<file path="src/rtl/fpga_clk_activity_mon.sv">
// fpga_clk_activity_mon: multi-channel clock activity monitor and heartbeat.
//
// Each monitored domain supplies a divided toggle. The toggle is synchronised
// into clk_i. Its edges are counted over a window of WIN_CYCLES clocks, and
// each channel reports alive/lost status, the last window's edge count and an
// LED blink that runs only while the channel is alive.
//
// Optional feature macro: FPGA_CLK_MON_STICKY_EN
//   When it is defined, the block adds clr_sticky_i and sticky_lost_o. These
//   give a per-channel sticky record of lost_o pulses.
//
// Ports:
//   clk_i          monitor clock
//   rst_i          synchronous active-high reset
//   en_i           enable; low holds every register at its reset value
//   toggle_i       [N_CH] asynchronous divided toggles, one per domain
//   alive_o        [N_CH] >= MIN_EDGES edges seen in last completed window
//   lost_o         [N_CH] 1-cycle pulse when alive_o falls
//   blink_o        [N_CH] LED square wave while alive, 0 otherwise
//   count_o        [N_CH*CNT_W] last window edge count, ch k at [k*CNT_W +: CNT_W]
//   count_valid_o  1-cycle pulse aligned with each count_o/alive_o update
//   clr_sticky_i   (sticky build) clears sticky_lost_o
//   sticky_lost_o  (sticky build) [N_CH] latched lost_o history

// Per-channel slice: synchroniser, edge counter, status and blink.
module fpga_clk_activity_ch #(
  parameter int CNT_W     = 16,
  parameter int MIN_EDGES = 2,
  parameter int BLINK_DIV = 8
) (
  input  logic             clk_i,
  input  logic             clr_i,     // rst_i or !en_i: force reset values
  input  logic             term_i,    // terminal cycle of the window
  input  logic             toggle_i,
`ifdef FPGA_CLK_MON_STICKY_EN
  input  logic             clr_sticky_i,
  output logic             sticky_lost_o,
`endif
  output logic             alive_o,
  output logic             lost_o,
  output logic             blink_o,
  output logic [CNT_W-1:0] count_o
);
  localparam int BL_W = (BLINK_DIV < 1) ? 1 : $clog2(BLINK_DIV + 1);
  localparam logic [CNT_W-1:0] CNT_MAX = {CNT_W{1'b1}};

  logic             s1, s2, s3;
  logic             edge_det;
  logic [CNT_W-1:0] cnt, cnt_inc;
  logic             new_alive;
  logic [BL_W-1:0]  bl_cnt, bl_nxt;

  // The terminal cycle latches cnt_inc, so an edge that lands on that same
  // cycle still counts for the closing window.
  always_comb begin
    edge_det  = s2 ^ s3;
    cnt_inc   = (edge_det && (cnt != CNT_MAX)) ? cnt + CNT_W'(1) : cnt;
    new_alive = (cnt_inc >= CNT_W'(MIN_EDGES));
    bl_nxt    = bl_cnt + BL_W'(1);
  end

  always_ff @(posedge clk_i) begin
    if (clr_i) begin
      s1      <= 1'b0;
      s2      <= 1'b0;
      s3      <= 1'b0;
      cnt     <= '0;
      count_o <= '0;
      alive_o <= 1'b0;
      lost_o  <= 1'b0;
      blink_o <= 1'b0;
      bl_cnt  <= '0;
    end else begin
      s1 <= toggle_i;
      s2 <= s1;
      s3 <= s2;
      if (term_i) begin
        count_o <= cnt_inc;
        cnt     <= '0;
        alive_o <= new_alive;
        lost_o  <= alive_o & ~new_alive;
        if (new_alive) begin
          if (bl_nxt == BL_W'(BLINK_DIV)) begin
            bl_cnt  <= '0;
            blink_o <= ~blink_o;
          end else begin
            bl_cnt  <= bl_nxt;
          end
        end else begin
          bl_cnt  <= '0;
          blink_o <= 1'b0;
        end
      end else begin
        cnt    <= cnt_inc;
        lost_o <= 1'b0;
      end
    end
  end

`ifdef FPGA_CLK_MON_STICKY_EN
  // Sets from the registered lost_o. A clear in the lost_o cycle therefore
  // loses to the set.
  always_ff @(posedge clk_i) begin
    if (clr_i) sticky_lost_o <= 1'b0;
    else       sticky_lost_o <= lost_o | (sticky_lost_o & ~clr_sticky_i);
  end
`endif
endmodule

module fpga_clk_activity_mon #(
  parameter int N_CH       = 2,
  parameter int WIN_CYCLES = 1024,
  parameter int CNT_W      = 16,
  parameter int MIN_EDGES  = 2,
  parameter int BLINK_DIV  = 8
) (
  input  logic                  clk_i,
  input  logic                  rst_i,
  input  logic                  en_i,
  input  logic [N_CH-1:0]       toggle_i,
`ifdef FPGA_CLK_MON_STICKY_EN
  input  logic                  clr_sticky_i,
  output logic [N_CH-1:0]       sticky_lost_o,
`endif
  output logic [N_CH-1:0]       alive_o,
  output logic [N_CH-1:0]       lost_o,
  output logic [N_CH-1:0]       blink_o,
  output logic [N_CH*CNT_W-1:0] count_o,
  output logic                  count_valid_o
);
  localparam int WIN_W = $clog2(WIN_CYCLES);

  logic [WIN_W-1:0]            win_cnt;
  logic                        clr, term;
  logic [N_CH-1:0][CNT_W-1:0]  count_q;

  // rst_i takes priority over en_i. Both collapse to one clear.
  assign clr  = rst_i | ~en_i;
  assign term = (win_cnt == WIN_W'(WIN_CYCLES - 1));

  always_ff @(posedge clk_i) begin
    if (clr) begin
      win_cnt       <= '0;
      count_valid_o <= 1'b0;
    end else begin
      win_cnt       <= term ? '0 : win_cnt + WIN_W'(1);
      count_valid_o <= term;
    end
  end

  for (genvar k = 0; k < N_CH; k++) begin : g_ch
    fpga_clk_activity_ch #(
      .CNT_W     (CNT_W),
      .MIN_EDGES (MIN_EDGES),
      .BLINK_DIV (BLINK_DIV)
    ) u_ch (
      .clk_i         (clk_i),
      .clr_i         (clr),
      .term_i        (term),
      .toggle_i      (toggle_i[k]),
`ifdef FPGA_CLK_MON_STICKY_EN
      .clr_sticky_i  (clr_sticky_i),
      .sticky_lost_o (sticky_lost_o[k]),
`endif
      .alive_o       (alive_o[k]),
      .lost_o        (lost_o[k]),
      .blink_o       (blink_o[k]),
      .count_o       (count_q[k])
    );
  end

  assign count_o = count_q;
endmodule

</file>
<file path="config.mk">
export PLATFORM = sky130hd
export DESIGN_NAME = fpga_clk_activity_mon
export DESIGN_NICKNAME = d
export VERILOG_FILES = /design/src/rtl/fpga_clk_activity_mon.sv
export SDC_FILE = /design/constraint.sdc
export NUM_CORES = 1
export LEC_CHECK = 0
export BUFFER_PORTS_ARGS = -buffer_cell sky130_fd_sc_hd__buf_2
export CAP_MARGIN = 20
export CORE_AREA = 2 2 111 113
export CTS_BUF_LIST = sky130_fd_sc_hd__clkbuf_8
export DETAILED_ROUTE_END_ITERATION = 10
export DIE_AREA = 0 0 113 115
export PLACE_DENSITY_LB_ADDON = 0.08
export RECOVER_POWER = 50
export SLEW_MARGIN = 30
export SYNTH_ARGS = -nofsm -noshare
export SYNTH_HDL_FRONTEND = slang
export SYNTH_HIERARCHICAL = 1
export SYNTH_SLANG_ARGS = --single-unit
</file>
<file path="constraint.sdc">
create_clock -name clk_i -period 3.6 [get_ports clk_i]
set_clock_uncertainty 0.1 [all_clocks]
set_input_delay 0.18 -clock clk_i [delete_from_list [all_inputs] [get_ports clk_i]]
set_output_delay 0.18 -clock clk_i [all_outputs]
set_load 0.005 [all_outputs]
</file>
==> results.md <==
- Vias: 3782
- Compound-Gate Fraction of Synth Area: 15.0%
- Diodes inserted: 0
- R2R Setup Slk: 570 ps
- Worst setup EP type: flop
- CP max stage delay: 790 ps
- RR Startpoint: g_ch[0].u_ch/cnt[1]$_SDFF_PP0_
- Die width: 113 um
- TNS Setup: 0 ps
- Switching Power: 421 uW
- Combinational Power Share: 2.1%
- Largest net degree at the start of global routing: 40
- Setup Viol. Count Final: 0
- Nets: 577
- Die H: 115 um
- Maximum vdd ir drop: 0.133 mV
- Hold path cells: 4
- XOR/XNOR share of the synthesized area: 6.55%
- Pwr dens: 360 nW/um^2
- I/O Pins: 44
- Sequential fraction of the synthesis area: roughly two fifths
- Max Cap Viol: 0
- #FFs+latches synth: 95
- Drt first pass iters: 7
- Endpoints failing hold: 0
- Ys Warns: 6
- Sink Count: 95
- Most frequent cells in the layout: 95 x nor2_1, 95 x dfxtp_1, 40 x nand2_1
- F_max: 0.330 GHz
- Clock network power share: 40.2%
- DR WL/cell: 14.2 um
- Hold WC Path Type: in -> reg
- Antenna Nets Post-Route: 0
- Final instance area: a little over 5000 um^2
- Final HPWL DP: 7200 um
- CP Cell Sequence: ha_1, nand4_1, o41ai_2, nor4_1, o32ai_1, or4b_4, nor2_4, o41ai_1
- Crit path capture: g_ch[0].u_ch/bl_cnt[1]$_SDFFE_PP0P_
- Worst skew pair latency: around 380 ps
- R2R depth: 8
- Number of global-route vias before repair: around 3500
- Clk slew on worst S/H paths: 100 ps
- Worst-Margin Slew: 1320 ps
- Crit path kind: reg -> reg
- Detailed Route WL: 10200 um
- Initial Utilization: between 30% and 40%
- Final estimated routing congestion in global placement: 0.802
- Initial DRC count: 136
- DP Area: 4910 um^2
- First-pass GRT wire length: 17200 um
- Post-synthesis mux area share: 3.66%
- H-tree levels: 3
- Adder-cell area share of the yosys netlist: 1.35%
- Unique masters post-synth: 57
- Post-synthesis net count: 543
- Post-Syn Area: 4640 um^2
- Drt drc: 4
- CTS Buf Count: 9
- Async SR Flop Fraction: 0%
- Share of layout cells above drive strength 1: around 13%
- Worst-path maximum fanout: 9
- Clock Path Buffers: 2
- Core Footprint: 11800 um^2
- Via-to-Cell Ratio: 5.26
- Part of the power in registers: around 58%
- Area growth, synth to finish: 9.48%
- Root buffer cell: clkbuf_8
- Syn Inst Count: 533
- Final Cycle Share: 84.2%
- Sw Ratio: 23.0%
- Die Area: 13000 um^2
- Largest family of logic cells by synthesized area: simple AND/OR/NAND/NOR gates
- CP max-delay cell: o41ai_2
- Power Internal: 1.41 mW
- Syn avg cell area: 8.71 um^2
- Post-CTS Setup Bufs: 0
- Minimum clock period: 3030 ps
- EDFF count, synth: 0
- Max-slew violations: 0
- Status: finished with violations
- Buffers on Ports: 43
- Ys flop type: dfxtp_1
- Total GRT Usage: 16.4%
- RSZ-0062 raised after global routing: false
- Antenna violations before repair: 0
- Core Rows: 40
- Launch point of the worst path: g_ch[0].u_ch/cnt[1]$_SDFF_PP0_
- Leak Pwr: approximately 1.7 nW
- CTS tree: done
- Area share of and/or/nand/nor cells after synthesis: 27.8%
- Grt ovf: 0
- Relative slew slack: 12.0%
- Worst setup SP type: flop
- Data arrival time of the worst path: around 3200 ps
- Critical Path RT: ~3800 ps
- Failing checks: design-rule violations
- R2r endpoint: g_ch[0].u_ch/bl_cnt[1]$_SDFFE_PP0P_
metrics by stage:
| step | total power [mW] | worst slack, ps | cells | hold slack (ps) | util [%] |
|---|---|---|---|---|---|
| 6_report | 1.83 | 570 | 719 | 28.7 | 43.1 |
| 2_1_floorplan | 1.11 | 1040 | 533 | 208 | - |
| 3_3_place_gp | 1.12 | 797 | 701 | 310 | 41.5 |
| 5_1_grt | 1.91 | 400 | 719 | 43.7 | 43.1 |
| 3_5_place_dp | 1.12 | 648 | 701 | 320 | 41.5 |
| 4_1_cts | 1.86 | 616 | 719 | 19.2 | 43.5 |
Yosys cell counts (all sizes together) (3+ instances only):
| cell | instances | area, um^2 |
|---|---|---|
| mux2 | 8 | 90.1 |
| and4 | 4 | 35.0 |
| clkinv | 3 | 11.3 |
| nor4 | 5 | 37.5 |
| xnor2 | 21 | 184 |
| o211ai | 6 | 72.6 |
| clkbuf | 10 | 37.5 |
| or2 | 4 | 25.0 |
| nand3 | 20 | 110 |
| nor3b | 4 | 30.0 |
| nor3 | 16 | 80.1 |
| and2 | 15 | 93.8 |
| o41ai | 4 | 50.1 |
| a31oi | 5 | 31.3 |
| or4 | 4 | 37.5 |
| inv | 8 | 30.0 |
| a211oi | 26 | 195 |
| nand4 | 13 | 93.8 |
| nand2b | 3 | 18.8 |
| o32ai | 4 | 35.0 |
| buf | 16 | 138 |
| o22ai | 4 | 25.0 |
| dfxtp | 95 | 1900 |
| nor2 | 97 | 379 |
| a21oi | 14 | 70.1 |
| ha | 5 | 62.6 |
| nand2 | 40 | 153 |
| mux2i | 8 | 80.1 |
| xor2 | 12 | 120 |
| o21ai | 18 | 97.6 |
| nor2b | 11 | 68.8 |
| and3 | 6 | 37.5 |
| or3 | 4 | 25.0 |
per-layer routing:
layer  vias up  global-route usage (%)  wire (um)
met1      1743                    24.2       5520
met3        18                    2.95        318
li1       1959                       -          -
met4         0                    7.40        230
met5         -                       0          0
met2        62                    23.1       4110
critical path: cells and delay by family (launching register included):
family,cells,cell delay (ps)
AOI/OAI and AO/OA,3,1410
and+or+nand+nor,4,620
DFF,1,410
adders and majority gates,1,380
power by group through the flow:
stage,logic [mW],registers [mW],clock network (mW)
2_1_floorplan,0.0277,1.08,0
3_3_place_gp,0.0385,1.08,0
3_5_place_dp,0.0388,1.08,0
4_1_cts,0.0405,1.05,0.765
5_1_grt,0.0433,1.06,0.813
6_report,0.0389,1.05,0.735
registers in the layout (all words and copies together), names as in the netlist:
signal             cells
g_ch.u_ch/s1           2
g_ch.u_ch/count_o     32
g_ch.u_ch/s2           2
g_ch.u_ch/lost_o       2
g_ch.u_ch/blink_o      2
count_valid_o          1
g_ch.u_ch/cnt         32
win_cnt               10
g_ch.u_ch/alive_o      2
g_ch.u_ch/bl_cnt       8
g_ch.u_ch/s3           2
repair_timing:
item | 4_1_cts | 5_1_grt
resized for setup | 0 | 0
hold buffers | 2 | 0
endpoints found under the hold margin | 2 | 0
endpoints found under the setup margin | 0 | 0
how the worst min path moves through the flow:
stage,start,end
final,rst_i,win_cnt[1]$_SDFF_PP0_
after global placement,toggle_i[1],g_ch[1].u_ch/s1$_SDFF_PP0_
after global routing,rst_i,win_cnt[1]$_SDFF_PP0_
after floorplan,toggle_i[0],g_ch[0].u_ch/s1$_SDFF_PP0_
after detailed placement,toggle_i[1],g_ch[1].u_ch/s1$_SDFF_PP0_
after CTS,rst_i,win_cnt[1]$_SDFF_PP0_
layout make-up:
class | count | area, um^2
timing repair buffer | 49 | 238
tap | 147 | 184
multi-input combinational | 401 | 2510
sequential | 95 | 1900
clock buffer | 10 | 138
inverter | 11 | 41.3
fill | 1210 | 6730
clock inverter | 6 | 70.1
logic make-up after synthesis:
kind of cell,after synthesis
simple gates,252
compound gates,95
flops,95
buf+inv,37
xor+xnor,33
mux,16
fa+ha+maj,5
No activity file was read; power rests on OpenSTA's default activity.
